<file path="src/rtl/tone_seq_pkg.sv">
// Shared types and constants for the tone sequencer: FSM state encoding,
// note-table entry layout and default timing constants.
package tone_seq_pkg;

   localparam int DEFAULT_TICK_DIV = 50000;
   localparam int DEFAULT_DUR_W    = 16;

   typedef enum logic [2:0] {
      IDLE,
      FETCH,
      PLAY,
      GAP,
      FIN
   } state_e;

   typedef struct packed {
      logic [31:0]              freq;
      logic [DEFAULT_DUR_W-1:0] dur;
   } note_t;

   // A counter for a divide-by-1 still needs one bit of storage.
   function automatic int clog2_min1(input int v);
      return (v > 1) ? $clog2(v) : 1;
   endfunction

endpackage

</file>
<file path="src/rtl/tone_tick_gen.sv">
// Free-running prescaler with synchronous clear; tick_o is high for one
// cycle out of every TICK_DIV, the first one TICK_DIV-1 cycles after a clear.
module tone_tick_gen
   import tone_seq_pkg::*;
#(
   parameter int TICK_DIV = DEFAULT_TICK_DIV
) (
   input  logic clk,
   input  logic rst,
   input  logic clr_i,
   output logic tick_o
);

   localparam int            PW   = clog2_min1(TICK_DIV);
   localparam logic [PW-1:0] LAST = PW'(TICK_DIV - 1);

   logic [PW-1:0] cnt_q, cnt_d;

   always_comb begin
      cnt_d = cnt_q + PW'(1);
      if (clr_i || (cnt_q == LAST)) cnt_d = '0;
   end

   always_ff @(posedge clk) begin
      if (rst) cnt_q <= '0;
      else     cnt_q <= cnt_d;
   end

   assign tick_o = (cnt_q == LAST);

endmodule

</file>
<file path="src/rtl/tone_sequencer.sv">
// Note-table player driving the buzzer frequency divider (half-period + run).
// Optional looping playback is enabled by defining TONE_SEQ_LOOP_EN.
//
// state | meaning
// IDLE  | waiting for start; note_idx holds last value
// FETCH | latch table[note_idx] into holding regs; dur=0 skips the entry
// PLAY  | divider runs (unless rest) for dur ticks
// GAP   | divider stopped for GAP_TICKS ticks after each note
// FIN   | one-cycle done pulse, then IDLE
module tone_sequencer
   import tone_seq_pkg::*;
#(
   parameter int DEPTH     = 16,
   parameter int ADDR_W    = 4,
   parameter int DUR_W     = DEFAULT_DUR_W,
   parameter int TICK_DIV  = DEFAULT_TICK_DIV,
   parameter int GAP_TICKS = 10
) (
   input  logic              clk,
   input  logic              rst,
   input  logic              wr_en,
   input  logic [ADDR_W-1:0] wr_addr,
   input  logic [31:0]       wr_freq,
   input  logic [DUR_W-1:0]  wr_dur,
   input  logic [ADDR_W:0]   seq_len,
   input  logic              start,
   input  logic              stop,
`ifdef TONE_SEQ_LOOP_EN
   input  logic              loop,
`endif
   output logic [31:0]       freq_out,
   output logic              div_run,
   output logic [ADDR_W-1:0] note_idx,
   output logic              busy,
   output logic              done
);

   note_t             note_tbl_q [DEPTH];
   note_t             entry;
   state_e            state_q, state_d;
   logic [ADDR_W-1:0] idx_q, idx_d;
   logic [ADDR_W:0]   len_q, len_d;
   logic [31:0]       freq_q, freq_d;
   logic [DUR_W-1:0]  tick_cnt_q, tick_cnt_d;
   logic              loop_q, loop_d, loop_in;
   logic              adv, tick, tick_clr;

`ifdef TONE_SEQ_LOOP_EN
   assign loop_in = loop;
`else
   assign loop_in = 1'b0;
`endif

   always_ff @(posedge clk) begin
      if (wr_en) note_tbl_q[wr_addr] <= '{freq: wr_freq, dur: DEFAULT_DUR_W'(wr_dur)};
   end

   assign entry = note_tbl_q[idx_q];

   tone_tick_gen #(.TICK_DIV(TICK_DIV)) u_tick (
      .clk    (clk),
      .rst    (rst),
      .clr_i  (tick_clr),
      .tick_o (tick)
   );

   // Prescaler restarts whenever a timed state is entered, so each PLAY/GAP
   // lasts an exact multiple of TICK_DIV cycles.
   assign tick_clr = ((state_q != PLAY) && (state_q != GAP)) || (state_d != state_q);

   always_comb begin
      state_d    = state_q;
      idx_d      = idx_q;
      len_d      = len_q;
      freq_d     = freq_q;
      tick_cnt_d = tick_cnt_q;
      loop_d     = loop_q;
      adv        = 1'b0;
      case (state_q)
         IDLE: begin
            if (start && !stop) begin
               len_d   = seq_len;
               idx_d   = '0;
               loop_d  = loop_in;
               state_d = (seq_len != '0) ? FETCH : FIN;
            end
         end
         FETCH: begin
            freq_d     = entry.freq;
            tick_cnt_d = DUR_W'(entry.dur);
            if (entry.dur == '0) adv = 1'b1;
            else                 state_d = PLAY;
         end
         PLAY: begin
            if (tick) begin
               if (tick_cnt_q > DUR_W'(1)) begin
                  tick_cnt_d = tick_cnt_q - DUR_W'(1);
               end else if (GAP_TICKS > 0) begin
                  tick_cnt_d = DUR_W'(GAP_TICKS);
                  state_d    = GAP;
               end else begin
                  tick_cnt_d = '0;
                  adv        = 1'b1;
               end
            end
         end
         GAP: begin
            if (tick) begin
               if (tick_cnt_q > DUR_W'(1)) begin
                  tick_cnt_d = tick_cnt_q - DUR_W'(1);
               end else begin
                  tick_cnt_d = '0;
                  adv        = 1'b1;
               end
            end
         end
         FIN:     state_d = IDLE;
         default: state_d = IDLE;
      endcase

      if (adv) begin
         if ({1'b0, idx_q} == (len_q - (ADDR_W+1)'(1))) begin
            if (loop_q) begin
               idx_d   = '0;
               state_d = FETCH;
            end else begin
               state_d = FIN;
            end
         end else begin
            idx_d   = idx_q + ADDR_W'(1);
            state_d = FETCH;
         end
      end

      // Abort wins over start and over any same-cycle advance.
      if (stop) begin
         state_d = IDLE;
         idx_d   = idx_q;
      end
   end

   always_ff @(posedge clk) begin
      if (rst) begin
         state_q    <= IDLE;
         idx_q      <= '0;
         len_q      <= '0;
         freq_q     <= '0;
         tick_cnt_q <= '0;
         loop_q     <= 1'b0;
      end else begin
         state_q    <= state_d;
         idx_q      <= idx_d;
         len_q      <= len_d;
         freq_q     <= freq_d;
         tick_cnt_q <= tick_cnt_d;
         loop_q     <= loop_d;
      end
   end

   assign freq_out = freq_q;
   assign div_run  = (state_q == PLAY) && (freq_q != '0);
   assign note_idx = idx_q;
   assign busy     = (state_q != IDLE);
   assign done     = (state_q == FIN);

endmodule

</file>
<file path="config.mk">
export PLATFORM = sky130hd
export DESIGN_NAME = tone_sequencer
export DESIGN_NICKNAME = d
export VERILOG_FILES = /design/src/rtl/tone_seq_pkg.sv /design/src/rtl/tone_tick_gen.sv /design/src/rtl/tone_sequencer.sv
export SDC_FILE = /design/constraint.sdc
export NUM_CORES = 1
export LEC_CHECK = 0
export BUFFER_PORTS_ARGS = -buffer_cell sky130_fd_sc_hd__buf_2
export CORE_MARGIN = 5
export CORE_UTILIZATION = 25
export DETAILED_ROUTE_END_ITERATION = 16
export PLACE_DENSITY = 0.46
export SETUP_SLACK_MARGIN = 0.3
export SLEW_MARGIN = 5
export SYNTH_ARGS = -nofsm -noshare
export SYNTH_HDL_FRONTEND = slang
export SYNTH_SLANG_ARGS = --single-unit
</file>
<file path="constraint.sdc">
create_clock -name clk -period 6.9 [get_ports clk]
set_input_delay 1.38 -clock clk [delete_from_list [all_inputs] [get_ports clk]]
set_output_delay 1.38 -clock clk [all_outputs]
set_load 0.005 [all_outputs]
</file>
==> results.md, run 1 <==
| Metric | Value | Unit |
|:---|:---|:---|
| Max capacitance violation total | 0 | - |
| Share of layout cells above drive strength 1 | 29.2 | % |
| HPWL after detailed placement | 46700 | um |
| Resize count post-CTS | 0 | - |
| Maximum vdd ir drop | 179 | uV |
| Seq pwr share | 52.9 | % |
| Met2 WL | 39000 | um |
| Slew Limit Headroom | 10.1 | % |
| Initial cell density of the core | 25.1 | % |
| Share of flip-flops with an asynchronous set or reset | 0 | % |
| Setup repair after global routing missed its margin | no | - |
| Routed length on met1 | 39400 | um |
| Clk slew on worst S/H paths | 0.06 | ns |
| CP startpoint kind | flop | - |
| Port Buffers | 100 | - |
| Sinks on Clock Net | 848 | - |
| Comb pwr share | 2.4 | % |
| Final core utilization | 29.5 | % |
| I/O Pins | 101 | - |
| Leak Pwr | 11.6 | nW |
| Worst reg-to-reg path cell count | 9 | - |
| Internal portion of total power | 8.59 | mW |
| Largest clock skew in the final design | 0.0695 | ns |
| Post-CTS Setup Bufs | 0 | - |
| Synth Register Bits | 848 | - |
| DRC viols | 0 | - |
| Routed vias/inst | 4.58 | - |
| CORE AREA | 0.129 | mm^2 |
| Top flip-flop cell by instance count after synthesis | sky130_fd_sc_hd__edfxtp_1 | - |
| Weighted congestion reported at the end of routability-driven placement | 0.729 | - |
| Hold violation total from the final report | 0 | - |
| Setup CP Type | flop to output port | - |
| Max Transition Viols Final | 0 | - |
| Wire length of the first global-routing pass | 122000 | um |
| Post-layout total power | 10.8 | mW |
| Data required time at the worst endpoint | 5.52 | ns |
| Warnings, synthesis | 0 | - |
| Initial DRT Pass Iterations | 7 | - |
| Syn nets | 1654 | - |
| Detailed-route via count | 16255 | - |
| Peak clock frequency supported by timing | 206 | MHz |
| Gate Count Post-Synth | 1587 | - |
| Final setup TNS | 0 | ns |
| Die X-Extent | 370 | um |
| Cts-stage hold buffer count | 0 | - |
| Power density over cell area | 284 | mW/mm^2 |
| Vias in the first global route | 16777 | - |
| Clock period minus worst slack | 4.85 | ns |
| Synth cell types | 55 | - |
| Antenna violations before repair | 19 | - |
| Antenna viol nets, final | 0 | - |
| Final setup violating endpoints | 0 | - |
| Switching fraction of total power | 20.7 | % |
| Pin count of the biggest net entering global routing | 69 | - |
| Area of the die | 0.137 | mm^2 |
| Number of standard cells in the final layout excluding fillers | 3547 | - |
| Class of the worst hold path | flop to flop | - |
| Number of levels in the clock H-tree | 3 | - |
| Worst slack at placement | 2.61 | ns |
| Number of nets at the end of the flow | 1797 | - |
| Number of enable flip-flop cells after synthesis | 768 | - |
| Maximum fanout along the worst path | 3 | - |
| Total global routing overflow | 0 | - |
| CTS root buffer | sky130_fd_sc_hd__clkbuf_16 | - |
| Post-placement cell count | 3384 | - |
| Sequential area share after synthesis | 75.9 | % |
| Arrival @ worst endpoint | 3.47 | ns |
| Result of the run | finished clean | - |
| Post-Syn Area per Cell | 20.5 | um^2 |
| Min-Delay Path Depth | 1 | - |
| Pin slew with the least headroom to its limit | 1.34 | ns |
| Final WS setup | 2.05 | ns |
| Endpoint class of the critical path | output port | - |
| Height of the die | 370 | um |
| Area overhead of the layout relative to synthesis | 17.4 | % |
| Clock power frac | 44.6 | % |
| Max Used Layer | met5 | - |
| Row cnt | 132 | - |
| Buffers from clock root to sink, at most | 3 | - |
| CTS buffer count | 86 | - |
| Total routing resource utilization after global routing | 12.3 | % |
| Tcrit/Tclk final | 70.3 | % |
| Clock tree from TritonCTS | built | - |
| Wire length on met3 | 5040 | um |
| Average detailed-routed wire length per instance | 23.9 | um |
| Netlist area before placement | 0.0325 | mm^2 |
| Switching Power | 2.24 | mW |
| Clock Latency Late Sink | 0.66 | ns |
| Total wire length | 84900 | um |
| Number of DRC markers after the initial detailed-route iteration | 1369 | - |
## worst max-delay path: stages (launching register included)
cell and delay, ns:
sky130_fd_sc_hd__dfxtp_1 0.36, sky130_fd_sc_hd__nor4_1 1.04, sky130_fd_sc_hd__nand4_1 0.42, sky130_fd_sc_hd__nor2_1 0.64, sky130_fd_sc_hd__nor3_1 0.15, sky130_fd_sc_hd__buf_2 0.19
## layer usage
| metal | vias up | track usage (%) |
|---|---|---|
| met5 | - | 0 |
| met2 | 480 | 19.0 |
| li1 | 6852 | - |
| met1 | 8789 | 18.0 |
| met3 | 124 | 2.37 |
| met4 | 10 | 2.48 |
## Yosys cell counts, types with 6 or more instances
cell	instances	area, um^2
sky130_fd_sc_hd__buf_1	16	60.1
sky130_fd_sc_hd__nor3_1	17	85.1
sky130_fd_sc_hd__mux4_2	224	5040
sky130_fd_sc_hd__dfxtp_1	80	1600
sky130_fd_sc_hd__nor2b_1	6	37.5
sky130_fd_sc_hd__a211oi_1	8	60.1
sky130_fd_sc_hd__nand2_1	115	432
sky130_fd_sc_hd__xor2_1	15	131
sky130_fd_sc_hd__clkbuf_1	36	135
sky130_fd_sc_hd__nor4_1	16	100
sky130_fd_sc_hd__nor2_1	64	240
sky130_fd_sc_hd__o21ai_0	12	60.1
sky130_fd_sc_hd__buf_2	19	95.1
sky130_fd_sc_hd__nand4_1	6	37.5
sky130_fd_sc_hd__nand3_1	10	50.1
sky130_fd_sc_hd__a21oi_1	52	260
sky130_fd_sc_hd__a22oi_1	36	270
sky130_fd_sc_hd__edfxtp_1	768	23100
## area by class of cell
class	count	area, um^2
fillers	12597	91200
flip-flops and latches	848	24700
multi-input cells	655	7540
clock buffers	113	2360
well taps	1742	2180
repair buffers	134	768
clock inverters	48	589
inverters	5	18.8
diodes	2	5.00
## final timing paths
check	from	endpoint	slack (ns)
worst max-delay path	freq_out[18]	div_run	2.05
worst min-delay path	u_tick.cnt_q[0]	u_tick.cnt_q[0]	0.47
worst max register to register	flop	flop	2.72
worst min register to register	u_tick.cnt_q[0]	u_tick.cnt_q[0]	0.47
## kinds of logic after synthesis
family	count (synthesis)	share of synthesized area, %
fa+ha+maj	5	0.193
xor+xnor	20	0.539
buf+inv	84	1.19
flops	848	75.9
compound gates	133	2.68
simple gates	269	3.81
mux	228	15.7
## cells in the final DEF (no fill, tap or decap), types with 5 or more instances in the layout
| cell | count |
|---|---|
| sky130_fd_sc_hd__a211oi_1 | 8 |
| sky130_fd_sc_hd__mux4_2 | 224 |
| sky130_fd_sc_hd__nor2_1 | 52 |
| sky130_fd_sc_hd__clkbuf_8 | 9 |
| sky130_fd_sc_hd__nor3_1 | 13 |
| sky130_fd_sc_hd__and3_1 | 5 |
| sky130_fd_sc_hd__nor4_1 | 16 |
| sky130_fd_sc_hd__xnor2_1 | 5 |
| sky130_fd_sc_hd__clkbuf_1 | 17 |
| sky130_fd_sc_hd__nor3_2 | 5 |
| sky130_fd_sc_hd__nand2_1 | 114 |
| sky130_fd_sc_hd__dfxtp_1 | 76 |
| sky130_fd_sc_hd__clkinv_2 | 20 |
| sky130_fd_sc_hd__clkbuf_16 | 87 |
| sky130_fd_sc_hd__buf_4 | 33 |
| sky130_fd_sc_hd__nand4_1 | 6 |
| sky130_fd_sc_hd__inv_1 | 5 |
| sky130_fd_sc_hd__nand3_1 | 10 |
| sky130_fd_sc_hd__buf_2 | 100 |
| sky130_fd_sc_hd__a22oi_1 | 36 |
| sky130_fd_sc_hd__edfxtp_1 | 768 |
| sky130_fd_sc_hd__bufinv_16 | 10 |
| sky130_fd_sc_hd__o21ai_0 | 12 |
| sky130_fd_sc_hd__a21oi_1 | 52 |
| sky130_fd_sc_hd__clkinv_1 | 7 |
| sky130_fd_sc_hd__xor2_1 | 15 |
| sky130_fd_sc_hd__nor2_4 | 12 |
| sky130_fd_sc_hd__nor2b_1 | 6 |
| sky130_fd_sc_hd__ha_1 | 5 |
## stage by stage
step / hold WS (ns) / area, um^2
floorplan: 0.430 / 32500
global placement: 0.444 / 35200
detailed placement: 0.454 / 35200
CTS: 0.468 / 38100
global route: 0.503 / 38100
finish: 0.466 / 38100
## registers in the layout, summed over array words and instances, names as in the netlist, named ones only
signal	cells
note_tbl_q	768
freq_out	32
tick_cnt_q	16
u_tick.cnt_q	16
len_q	5
note_idx	4
state_q	3
## power by group through the flow
stage | Combinational, mW | Clock, mW | Sequential, mW
final | 0.263 | 4.83 | 5.73
after CTS | 0.269 | 4.96 | 5.73
after global placement | 0.260 | 0 | 5.83
after detailed placement | 0.268 | 0 | 5.84
after global routing | 0.287 | 5.18 | 5.73
after floorplan | 0.108 | 0 | 5.83
Power figures use the tool's default switching activity.
==> run 2: changes to the inputs <==
==> constraint.sdc (replaced) <==
create_clock -name clk -period 4.5 [get_ports clk]
set_input_delay 0.9 -clock clk [delete_from_list [all_inputs] [get_ports clk]]
set_output_delay 0.9 -clock clk [all_outputs]
set_load 0.005 [all_outputs]
==> run 2 against run 1 <==
Against the previous run:
- power grew 49%
- design area grew 0.15%
- highest routed layer unchanged
- die area stayed put
- largest power group unchanged
- critical path type unchanged
- cell count grew 0.48%
- largest cell class unchanged
- count of clock-buffer cells in the layout rose by 2
- via count down 0.74%
==> results.md, run 2 (synthesis results as in run 1) <==
| Metric | Value | Unit | vs previous |
|:---|:---|:---|:---|
| Total global routing overflow | 0 | - | unchanged |
| Worst setup startpoint | freq_out[18] | - | unchanged |
| Max FFs per register | 768 | - | unchanged |
| Resize count post-CTS | 0 | - | unchanged |
| Clock Latency Late Sink | 0.66 | ns | about the same |
| Weighted congestion reported at the end of routability-driven placement | 0.761 | - | was 0.729 |
| Hold violation total from the final report | 0 | - | unchanged |
| Register bank with the most flops | note_tbl_q | - | unchanged |
| Average detailed-routed wire length per instance | 23.2 | um | was 23.9 um |
| Final setup violating endpoints | 0 | - | unchanged |
| Clk slew on worst S/H paths | 0.06 | ns | about the same |
| Max Used Layer | met5 | - | unchanged |
| Slack of the worst reg-to-reg path | 0.77 | ns | was 2.72 ns |
| CTS root buffer | sky130_fd_sc_hd__clkbuf_16 | - | unchanged |
| Leak Pwr | 11.6 | nW | about the same |
| Final WS setup | 0.655 | ns | was 2.05 ns |
| DRC viols | 0 | - | unchanged |
| Wire length on met3 | 5640 | um | was 5040 um |
| Antenna viol nets, final | 0 | - | unchanged |
| Sinks on Clock Net | 848 | - | unchanged |
| Most common cell after layout, fill and taps aside | sky130_fd_sc_hd__edfxtp_1 | - | unchanged |
| Switching fraction of total power | 21.0 | % | was 20.7% |
| Endpoint class of the critical path | output port | - | unchanged |
| Slew Limit Headroom | 21.8 | % | was 10.1% |
| Commonest cells after routing, fill and taps aside | sky130_fd_sc_hd__edfxtp_1, sky130_fd_sc_hd__mux4_2, sky130_fd_sc_hd__nand2_1 | - | unchanged |
| Routed length on met1 | 37000 | um | was 39400 um |
| Setup repair after global routing missed its margin | no | - | unchanged |
| Clock tree from TritonCTS | built | - | unchanged |
| Clock power frac | 43.0 | % | was 44.6% |
| Power density over cell area | 422 | mW/mm^2 | was 284 mW/mm^2 |
| Largest clock skew in the final design | 0.0455 | ns | was 0.0695 ns |
| Maximum vdd ir drop | 273 | uV | was 179 uV |
| Max Transition Viols Final | 0 | - | unchanged |
| Vias in the first global route | 16918 | - | was 16777 |
| Final setup TNS | 0 | ns | unchanged |
| Maximum fanout along the worst path | 3 | - | unchanged |
| Max capacitance violation total | 0 | - | unchanged |
| CORE AREA | 0.129 | mm^2 | unchanged |
| Switching Power | 3.38 | mW | was 2.24 mW |
| Total routing resource utilization after global routing | 12.0 | % | was 12.3% |
| Row cnt | 132 | - | unchanged |
| Number of levels in the clock H-tree | 3 | - | unchanged |
| HPWL after detailed placement | 46500 | um | was 46700 um |
| Worst slack at placement | 0.784 | ns | was 2.61 ns |
| Cts-stage hold buffer count | 0 | - | unchanged |
| Wire length of the first global-routing pass | 120000 | um | was 122000 um |
| Area overhead of the layout relative to synthesis | 17.6 | % | was 17.4% |
| Share of layout cells above drive strength 1 | 29.0 | % | was 29.2% |
| Setup CP Type | flop to output port | - | unchanged |
| Internal portion of total power | 12.7 | mW | was 8.59 mW |
| Detailed-route via count | 16134 | - | was 16255 |
| Initial cell density of the core | 25.1 | % | unchanged |
| Routed vias/inst | 4.53 | - | was 4.58 |
| CP startpoint kind | flop | - | unchanged |
| Data required time at the worst endpoint | 3.60 | ns | was 5.52 ns |
| Pin count of the biggest net entering global routing | 68 | - | was 69 |
| Total wire length | 82800 | um | was 84900 um |
| Endpoint, Worst Hold | u_tick.cnt_q[0] | - | unchanged |
| CTS buffer count | 88 | - | was 86 |
| Met2 WL | 38600 | um | was 39000 um |
| Seq pwr share | 54.5 | % | was 52.9% |
| Antenna violations before repair | 17 | - | was 19 |
| I/O Pins | 101 | - | unchanged |
| Comb pwr share | 2.5 | % | was 2.4% |
| Clock period minus worst slack | 3.85 | ns |  |
| Launch point of the worst hold path | u_tick.cnt_q[0] | - | unchanged |
| Buffers from clock root to sink, at most | 3 | - | unchanged |
| Area of the die | 0.137 | mm^2 | unchanged |
| Peak clock frequency supported by timing | 260 | MHz |  |
| Die X-Extent | 370 | um | unchanged |
| Port Buffers | 100 | - | unchanged |
| Pin slew with the least headroom to its limit | 1.17 | ns | was 1.34 ns |
| Tcrit/Tclk final | 85.5 | % |  |
| Result of the run | finished clean | - | unchanged |
| Worst reg-to-reg path cell count | 9 | - | unchanged |
| Class of the worst hold path | flop to flop | - | unchanged |
| Number of DRC markers after the initial detailed-route iteration | 1429 | - | was 1369 |
| Height of the die | 370 | um | unchanged |
| Number of nets at the end of the flow | 1810 | - | was 1797 |
| Initial DRT Pass Iterations | 5 | - | was 7 |
| Arrival @ worst endpoint | 2.95 | ns | was 3.47 ns |
| Post-CTS Setup Bufs | 0 | - | unchanged |
| Min-Delay Path Depth | 1 | - | unchanged |
[run 2: changes by cell type in the layout (fill, tap and decap cells not counted), sizes merged]
cell      change
buf          +11
bufinv        -7
clkbuf        +2
clkinv        +9
clkinvlp      -1
diode         +4
inv           -1
[run 2: layer usage]
metal	vias up	GRT usage, %
li1	6885	-
met1	8623	17.0
met2	497	18.8
met3	121	3.03
met4	8	2.43
met5	-	0
[run 2: worst max-delay path by stage]
stage,end,depth (start not counted),slack [ns]
2_1_floorplan,note_tbl_q[1][0],2,0.60
3_3_place_gp,flop,9,0.82
3_5_place_dp,flop,9,0.78
4_1_cts,div_run,6,0.66
5_1_grt,div_run,6,0.49
6_report,div_run,6,0.65
[run 2: final cells by class]
| cell class | count | area [um^2] |
|---|---|---|
| sequential | 848 | 24700 |
| timing repair buffer | 145 | 963 |
| clock buffer | 115 | 2340 |
| tap | 1742 | 2180 |
| fill | 12585 | 91100 |
| inverter | 5 | 18.8 |
| antenna | 6 | 15.0 |
| multi-input combinational | 655 | 7580 |
| clock inverter | 48 | 433 |
[run 2: critical path, cell delays in order (launching register included)]
cell and delay (ns):
sky130_fd_sc_hd__dfxtp_1 0.39, sky130_fd_sc_hd__nor4_2 0.36, sky130_fd_sc_hd__buf_4 0.22, sky130_fd_sc_hd__nand4_1 0.27, sky130_fd_sc_hd__nor2_1 0.62, sky130_fd_sc_hd__nor3_1 0.22
sky130_fd_sc_hd__buf_2 0.19
[run 2: power groups by stage]
| stage | Sequential (mW) | Clock, mW | Combinational (mW) |
|---|---|---|---|
| after floorplan | 8.94 | 0 | 0.166 |
| after global placement | 8.94 | 0 | 0.402 |
| after detailed placement | 8.95 | 0 | 0.414 |
| after CTS | 8.78 | 7.14 | 0.415 |
| after global routing | 8.79 | 7.50 | 0.446 |
| final | 8.78 | 6.93 | 0.408 |
[run 2: metrics by stage]
step	area [um^2]	power [mW]	util [%]	instances	hold slack [ns]
2_1_floorplan	32500	9.11	-	1587	0.430
3_3_place_gp	35400	9.34	27.4	3395	0.444
3_5_place_dp	35400	9.36	27.4	3395	0.462
4_1_cts	38200	16.3	29.5	3558	0.477
5_1_grt	38200	16.7	29.5	3558	0.500
6_report	38200	16.1	29.5	3564	0.470
==> run 3: changes to the inputs <==
--- a/config.mk
+++ b/config.mk
@@ -14,4 +14,5 @@
 export SLEW_MARGIN = 5
 export SYNTH_ARGS = -nofsm -noshare
 export SYNTH_HDL_FRONTEND = slang
+export SYNTH_HIERARCHICAL = 1
 export SYNTH_SLANG_ARGS = --single-unit
==> run 3 against run 2 <==
Against the previous run:
- routed wire length is 2.7% higher
- die area up 0.14%
- clock power rose by 8.1%
- largest cell class unchanged
- cell count rose by 0.20%
- largest power group unchanged
- non-clock buffer count grew 3
- clock skew rose by 0.0083 ns
==> results.md, run 3 <==
| Metric | Value | Unit | vs previous |
|:---|:---|:---|:---|
| Initial DRT Pass Iterations | 5 | - | unchanged |
| Cts-stage hold buffer count | 0 | - | unchanged |
| Post-synth top cells | sky130_fd_sc_hd__edfxtp_1, sky130_fd_sc_hd__mux4_2, sky130_fd_sc_hd__nand2_1 | - | unchanged |
| Synth cell types | 54 | - | was 55 |
| Vias in the first global route | 17204 | - | was 16918 |
| Share of layout cells above drive strength 1 | 28.9 | % | was 29.0% |
| Routed vias/inst | 4.54 | - | was 4.53 |
| Slowest library cell on the worst path | sky130_fd_sc_hd__nor2_1 | - | unchanged |
| Total wire length | 85000 | um | was 82800 um |
| Area overhead of the layout relative to synthesis | 18.7 | % | was 17.6% |
| Crit-path cells | nor4_1 -> nand4_1 -> nor2_1 -> nor3_1 -> buf_2 | - | was nor4_2 -> buf_4 -> nand4_1 -> nor2_1 -> nor3_1 -> buf_2 |
| Number of nets at the end of the flow | 1815 | - | was 1810 |
| Gate Count Post-Synth | 1589 | - | was 1587 |
| Clk slew on worst S/H paths | 0.06 | ns | about the same |
| Max capacitance violation total | 0 | - | unchanged |
| Synth Register Bits | 848 | - | unchanged |
| Number of enable flip-flop cells after synthesis | 768 | - | unchanged |
| Area of the die | 0.137 | mm^2 | about the same |
| CORE AREA | 0.129 | mm^2 | about the same |
| Class of the worst hold path | flop to flop | - | unchanged |
| Max Transition Viols Final | 0 | - | unchanged |
| Post-DP Area | 0.0356 | mm^2 | was 0.0354 mm^2 |
| Maximum fanout along the worst path | 3 | - | unchanged |
| Initial cell density of the core | 25.1 | % | about the same |
| Data required time at the worst endpoint | 3.60 | ns | about the same |
| Slowest cell delay on critical path | 0.63 | ns | was 0.62 ns |
| Worst slack at placement | 1.21 | ns | was 0.784 ns |
| Port Buffers | 100 | - | unchanged |
| Peak clock frequency supported by timing | 274 | MHz | was 260 MHz |
| Register bank with the most flops | note_tbl_q | - | unchanged |
| Final hold slack | 0.463 | ns | was 0.470 ns |
| Largest clock skew in the final design | 0.0537 | ns | was 0.0455 ns |
| Final design instance area without fill | 0.0386 | mm^2 | was 0.0382 mm^2 |
| Hold violation total from the final report | 0 | - | unchanged |
| Sinks on Clock Net | 848 | - | unchanged |
| Post-layout total power | 16.7 | mW | was 16.1 mW |
| Final WS setup | 0.854 | ns | was 0.655 ns |
| CP startpoint kind | flop | - | unchanged |
| Pin slew with the least headroom to its limit | 0.974 | ns | was 1.17 ns |
| Post-synth top area share | 70.9 | % | was 71.0% |
| Clock period minus worst slack | 3.65 | ns | was 3.85 ns |
| Wire length of the first global-routing pass | 123000 | um | was 120000 um |
| Top cell family by delay on the critical path | simple AND/OR/NAND/NOR gates | - | unchanged |
| CTS root buffer | sky130_fd_sc_hd__clkbuf_16 | - | unchanged |
| Detailed-route via count | 16221 | - | was 16134 |
| Power density over cell area | 432 | mW/mm^2 | was 422 mW/mm^2 |
| Top flip-flop cell by instance count after synthesis | sky130_fd_sc_hd__edfxtp_1 | - | unchanged |
| Worst path buffer plus inverter count | 1 | - | was 2 |
| Post-Syn Area per Cell | 20.5 | um^2 | about the same |
| Total routing resource utilization after global routing | 12.3 | % | was 12.0% |
| Number of levels in the clock H-tree | 3 | - | unchanged |
| Warnings, synthesis | 6 | - | was 0 |
| Final setup violating endpoints | 0 | - | unchanged |
| Result of the run | finished clean | - | unchanged |
| Maximum vdd ir drop | 231 | uV | was 273 uV |
| Post-CTS Setup Bufs | 0 | - | unchanged |
| Most common cell after layout, fill and taps aside | sky130_fd_sc_hd__edfxtp_1 | - | unchanged |
| Clock tree from TritonCTS | built | - | unchanged |
| Leading cell types by total area after synthesis | sky130_fd_sc_hd__edfxtp_1, sky130_fd_sc_hd__mux4_2, sky130_fd_sc_hd__dfxtp_1 | - | unchanged |
| Height of the die | 371 | um | was 370 um |
| Max FFs per register | 768 | - | unchanged |
| Worst setup startpoint | freq_out[25] | - | was freq_out[18] |
| Slew Limit Headroom | 34.5 | % | was 21.8% |
| I/O Pins | 101 | - | unchanged |
| Total global routing overflow | 0 | - | unchanged |
| CTS buffer count | 90 | - | was 88 |
| HPWL after detailed placement | 45700 | um | was 46500 um |
| Leak Pwr | 11.6 | nW | about the same |
| Commonest cells after routing, fill and taps aside | sky130_fd_sc_hd__edfxtp_1, sky130_fd_sc_hd__mux4_2, sky130_fd_sc_hd__nand2_1 | - | unchanged |
| Buffers from clock root to sink, at most | 3 | - | unchanged |
| Setup CP Type | flop to output port | - | unchanged |
| Netlist area before placement | 0.0325 | mm^2 | about the same |
| Share of flip-flops with an asynchronous set or reset | 0 | % | unchanged |
| Clock Latency Late Sink | 0.69 | ns | was 0.66 ns |
| Fill cell instance count of the final layout | 12695 | - | was 12585 |
| Antenna viol nets, final | 0 | - | unchanged |
| DRC viols | 0 | - | unchanged |
| Endpoint class of the critical path | output port | - | unchanged |
| Sequential area share after synthesis | 75.8 | % | was 75.9% |
| Most common cell in the synthesized netlist | sky130_fd_sc_hd__edfxtp_1 | - | unchanged |
| Syn nets | 1656 | - | was 1654 |
| Resize count post-CTS | 0 | - | unchanged |
| Area leader, netlist | sky130_fd_sc_hd__edfxtp_1 | - | unchanged |
| Average detailed-routed wire length per instance | 23.8 | um | was 23.2 um |
| Pin count of the biggest net entering global routing | 52 | - | was 68 |
| Tcrit/Tclk final | 81.0 | % | was 85.5% |
| Slack of the worst reg-to-reg path | 1.29 | ns | was 0.77 ns |
| Row cnt | 132 | - | unchanged |
| Arrival @ worst endpoint | 2.75 | ns | was 2.95 ns |
| Weighted congestion reported at the end of routability-driven placement | 0.728 | - | was 0.761 |
| Antenna violations before repair | 19 | - | was 17 |
| Setup repair after global routing missed its margin | no | - | unchanged |
| Final setup TNS | 0 | ns | unchanged |
| Launch point of the worst hold path | u_tick/cnt_q[0] | - | was u_tick.cnt_q[0] |
| Number of DRC markers after the initial detailed-route iteration | 1466 | - | was 1429 |
| Die X-Extent | 371 | um | was 370 um |
-- run 3: worst paths after layout --
check                                       end  cells past startpoint
worst max-delay path                    div_run                      5
worst max register to register             flop                      9
worst min register to register  u_tick/cnt_q[0]                      1
worst min-delay path            u_tick/cnt_q[0]                      1
-- run 3: cell type report --
type / count / area, um^2 / area share, %
Clock inverter: 43 / 584 / 1.51
Tap cell: 1742 / 2180 / 5.65
Antenna cell: 7 / 17.5 / 0.0454
Sequential cell: 848 / 24700 / 63.9
Inverter: 10 / 37.5 / 0.0972
Clock buffer: 123 / 2420 / 6.26
Timing Repair Buffer: 148 / 1100 / 2.85
Multi-Input combinational cell: 650 / 7590 / 19.7
-- run 3: logic make-up after synthesis --
family | share of synthesized area, %
and+or+nand+nor | 3.96
adders and majority gates | 0.192
DFF | 75.8
AOI/OAI and AO/OA | 2.41
muxes | 15.7
xor gates and xnor gates | 0.673
buffers and inverters | 1.28
-- run 3: layer usage --
metal	wire length (um)	track usage, %	share of wire (%)
met5	34	0	0.040
met4	1740	2.81	2.0
met3	4670	2.90	5.5
met2	41600	20.5	49
met1	36900	16.4	43
-- run 3: power breakdown --
| part | internal (mW) | leakage (nW) | switching, mW | total (mW) |
|---|---|---|---|---|
| clock network | 4.37 | 1.43 | 3.11 | 7.49 |
| registers | 8.74 | 7.59 | 0.0443 | 8.78 |
| logic | 0.125 | 2.60 | 0.295 | 0.420 |
| total | 13.2 | 11.6 | 3.45 | 16.7 |
-- run 3: metrics by stage --
step                std cells  util, %
floorplan                1589        -
global placement         3398     27.5
detailed placement       3398     27.5
CTS                      3564     29.8
global route             3564     29.8
finish                   3571     29.8
